$ cat src/rtl/temp_control.sv
// temp_control: hysteretic thermostat FSM with mutually exclusive, registered Heat/Cool enables.
module temp_control #(
    parameter int HEAT_LOW  = 65,
    parameter int COOL_HIGH = 85,
    parameter int HYST      = 2
) (
    output logic       Heat,
    output logic       Cool,
    input  logic       CLK,
    input  logic [7:0] Temp,
    input  logic       Reset
);
    if (HEAT_LOW + HYST > COOL_HIGH - HYST) begin : g_bad_params
        $error("temp_control: HEAT_LOW + HYST must not exceed COOL_HIGH - HYST");
    end

    // State bits double as the actuator enables, so outputs come straight from flops.
    typedef enum logic [1:0] {
        IDLE    = 2'b00,
        HEATING = 2'b01,
        COOLING = 2'b10
    } state_t;

    localparam logic [8:0] HEAT_ON  = 9'(HEAT_LOW);
    localparam logic [8:0] COOL_ON  = 9'(COOL_HIGH);
    localparam logic [8:0] HEAT_OFF = 9'(HEAT_LOW) + 9'(HYST);
    localparam logic [8:0] COOL_OFF = (COOL_HIGH > HYST) ? 9'(COOL_HIGH - HYST) : 9'd0;

    state_t     r_state;
    state_t     w_next;
    logic [8:0] w_temp;
    logic       w_cold;
    logic       w_hot;

    assign w_temp = {1'b0, Temp};
    assign w_cold = w_temp < HEAT_ON;
    assign w_hot  = w_temp > COOL_ON;

    always_comb begin
        w_next = r_state;
        case (r_state)
            IDLE:    w_next = w_cold ? HEATING : w_hot ? COOLING : IDLE;
            HEATING: w_next = w_hot ? COOLING : (w_temp >= HEAT_OFF) ? IDLE : HEATING;
            COOLING: w_next = w_cold ? HEATING : (w_temp <= COOL_OFF) ? IDLE : COOLING;
            default: w_next = IDLE;
        endcase
    end

    always_ff @(posedge CLK) begin
        if (Reset)
            r_state <= IDLE;
        else
            r_state <= w_next;
    end

    assign Heat = r_state[0];
    assign Cool = r_state[1];

    always_ff @(posedge CLK) begin
        if (!Reset)
            assert (!$isunknown(Temp)) else $error("temp_control: Temp is X/Z while out of reset");
    end
endmodule

$ cat config.mk
export PLATFORM = sky130hd
export DESIGN_NAME = temp_control
export DESIGN_NICKNAME = d
export VERILOG_FILES = /design/src/rtl/temp_control.sv
export SDC_FILE = /design/constraint.sdc
export NUM_CORES = 1
export LEC_CHECK = 0
export ABC_CLOCK_PERIOD_IN_PS = 2900
export CAP_MARGIN = 20
export CORE_AREA = 4 4 41 43
export CTS_CLUSTER_SIZE = 28
export DETAILED_ROUTE_END_ITERATION = 7
export DIE_AREA = 0 0 45 47
export GPL_TIMING_DRIVEN = 1
export PLACE_DENSITY = 0.34
export SETUP_SLACK_MARGIN = 0.2
export SKIP_LAST_GASP = 1
export SLEW_MARGIN = 0
export SYNTH_ARGS = -nofsm -noshare
export SYNTH_HDL_FRONTEND = slang
export SYNTH_SLANG_ARGS = --single-unit
export TNS_END_PERCENT = 1
$ cat constraint.sdc
create_clock -name CLK -period 2.9 [get_ports CLK]
set_clock_uncertainty 0.2 [all_clocks]
set_input_delay 0.29 -clock CLK [delete_from_list [all_inputs] [get_ports CLK]]
set_output_delay 0.29 -clock CLK [all_outputs]
set_load 0.05 [all_outputs]
==> flow_metrics.py <==
metrics = {
    "outcome": {
        "status": "completed",
    },
    "cells_and_area": {
        "drive_above_1_share": 0.148,
        "top_register": "r_state",
        "reg_top3": "r_state (2)",
        "final_util": 0.198,
        "layout.nets": 39,
        "largest_reg_flops": 2,
        "num_antenna_cells": 0,
        "area_delta_synth_final_pct": 142,
    },
    "sta": {
        "hold_viol": 0,
        "rsz0062_at_grt": "false",
        "setup_violations": 0,
        "slew_viol_final": 0,
        "setup_slack_ns": 1.04,
        "tns_ns": 0,
        "clock.fmax_mhz": 538,
        "relSlewSlack": 0.670,
        "worst_pin_slew_ns": 0.494,
        "finalCritPeriodShare": 0.641,
        "fin_crit_ns": 1.86,
    },
    "route": {
        "wirelength_um": 417,
        "antenna_left": 0,
        "wl_met3_um": 85,
        "firstDrtPassIters": 3,
        "vias": 154,
        "wl_per_cell_um": 9.93,
        "drc": 0,
        "post_drt_via_cell_ratio": 3.67,
        "highest-signal-layer": "met3",
        "route.met2.wl_um": 129,
        "drt-met1-wl_um": 202,
        "first_iter_violations": 2,
    },
    "setup_path": {
        "rrSetupSlack_ns": 1.89,
        "crit_buf_inv": 1,
        "end_kind": "output port",
        "worst_setup_path_start_kind": "flop",
        "arrival_ns": 1.37,
        "critPathTopFamily": "buffers and inverters",
        "r2r-start": "r_state[1]$_SDFF_PP0_",
        "required_ns": 2.41,
        "reg2reg_to": "r_state[1]$_SDFF_PP0_",
        "slowest_stage": "clkdlybuf4s50_1",
        "critPathMaxStageDelay_ns": 0.81,
        "criticalPathCategory": "reg -> out",
        "r2r_cells": 3,
        "cp_max_fo": 3,
        "crit_chain": "clkdlybuf4s50_1",
    },
    "grt": {
        "grt_usage": 0.0504,
        "gr-total-overflow": 0,
        "grt_pass1_wl_um": 641,
        "grt_pass1_vias": 169,
        "antenna_found_initial": 0,
        "grt_max_degree": 4,
    },
    "place": {
        "dp_hpwl_um": 331,
        "globalplace.congestion": 0.760,
        "port_buffers": 11,
        "place_ws_ns": 1.26,
    },
    "logic_synthesis": {
        "syn_inst": 13,
        "synth.avg_cell_area_um2": 8.18,
        "ys_types": 8,
        "netlist_top_cells_area": "dfxtp_1, a21oi_1, o21ai_0",
        "synthArstFlopShare": 0,
        "synth_area_um2": 106,
        "ys_ff_latch": 2,
        "ys_warn_count": 0,
        "yosys_most_used_dff": "dfxtp_1",
        "synth_fp_nets": 23,
        "ys_seq_area_frac": 0.376,
        "yosys-top-cells-count": "a21oi_1, o21ai_0, dfxtp_1",
        "synth-edff-count": 0,
        "synth_top_area_share": 0.376,
        "synth_area_leader_cell": "dfxtp_1",
    },
    "worst_hold_path": {
        "min_to": "r_state[1]$_SDFF_PP0_",
        "hp-start": "r_state[0]$_SDFF_PP0_",
        "worstHoldPathType": "reg -> reg",
        "hold_depth": 3,
    },
    "pwr": {
        "switching_share": 0.238,
        "p_int_mw": 0.0916,
        "p_sw_mw": 0.0286,
        "vdd_drop_max_uv": 98.0,
        "seq_power_share": 0.254,
        "combPwrFrac": 0.239,
        "leakage_nw": 0.0929,
        "power.density_nw_per_um2": 466,
        "clkPwrFrac": 0.507,
    },
    "clocking": {
        "path_clk_slew_ns": 0.03,
        "cts_resized": 0,
        "ctsHoldBuffers": 0,
        "cts_max_path_buffers": 2,
        "cts_setup_buffers": 0,
        "tritoncts": "built",
        "clock-sinks": 2,
        "cts_inserted_buffers": 3,
        "cts_max_level": 1,
        "clock_latency_ns": 0.22,
        "cts-root-buf": "clkbuf_4",
    },
    "floorplanning": {
        "rows": 13,
        "dieArea_um2": 2120,
        "die_x_um": 45,
        "initial_core_util": 0.0817,
        "io_pins": 12,
        "die_h_um": 47,
        "core_um2": 1300,
    },
    "job": {
        "drv_cap": 0,
    },
}
cells in the final DEF (no fill, tap or decap):
cell type | netlist | final
o21a_1 | 1 | 1
and4bb_2 | 1 | 1
clkdlybuf4s50_1 | 0 | 11
clkbuf_4 | 0 | 3
a21oi_1 | 3 | 3
o41ai_1 | 1 | 1
nor2_1 | 1 | 1
o21ai_0 | 3 | 3
dfxtp_1 | 2 | 2
nand2_1 | 1 | 1
final cells by class:
class                   instances  area [um2]
clock buffers                   3        22.5
repair buffers                 11         110
well taps                      15        18.8
flip-flops and latches          2        40.0
fillers                       161        1040
multi-input cells              11        66.3
through the flow:
stage,total power [mW],area (um2),hold WS [ns],cells
6_report,0.120,258,0.377,42
4_1_cts,0.125,258,0.383,42
5_1_grt,0.129,258,0.455,42
2_1_floorplan,0.0416,106,0.245,13
3_3_place_gp,0.0601,235,0.375,39
3_5_place_dp,0.0596,235,0.380,39
cells by family (layout without fill, tap and decap cells):
group | after synthesis | in the layout | share of synthesized area
AOI/OAI and AO/OA | 8 | 8 | 0.435
and+or+nand+nor | 3 | 3 | 0.188
DFF | 2 | 2 | 0.376
buffers and inverters | 0 | 14 | 0
routing by layer:
| metal | vias up | track usage |
|---|---|---|
| met3 | 0 | 0.0460 |
| met5 | - | 0 |
| met4 | 0 | 0.0702 |
| li1 | 80 | - |
| met2 | 12 | 0.0480 |
| met1 | 62 | 0.0519 |
how the worst max path moves through the flow:
stage	to	from	cells past startpoint
final	Cool	r_state[1]$_SDFF_PP0_	1
after floorplan	r_state[0]$_SDFF_PP0_	r_state[1]$_SDFF_PP0_	2
after global routing	Heat	r_state[0]$_SDFF_PP0_	1
after CTS	Cool	r_state[1]$_SDFF_PP0_	1
after detailed placement	Cool	r_state[1]$_SDFF_PP0_	1
after global placement	Cool	r_state[1]$_SDFF_PP0_	1
worst min-delay path: stages (launching register included):
cell	delay [ns]
dfxtp_1	0.34
a21oi_1	0.08
o21ai_0	0.07
a21oi_1	0.04
power by group through the flow:
stage               Sequential (mW)  Clock (mW)  Combinational, mW
finish                       0.0306      0.0609             0.0287
global route                 0.0309      0.0676             0.0306
CTS                          0.0306      0.0653             0.0288
detailed placement           0.0310           0             0.0285
global placement             0.0310           0             0.0291
floorplan                    0.0366           0            0.00503
Power figures use the tool's default switching activity.
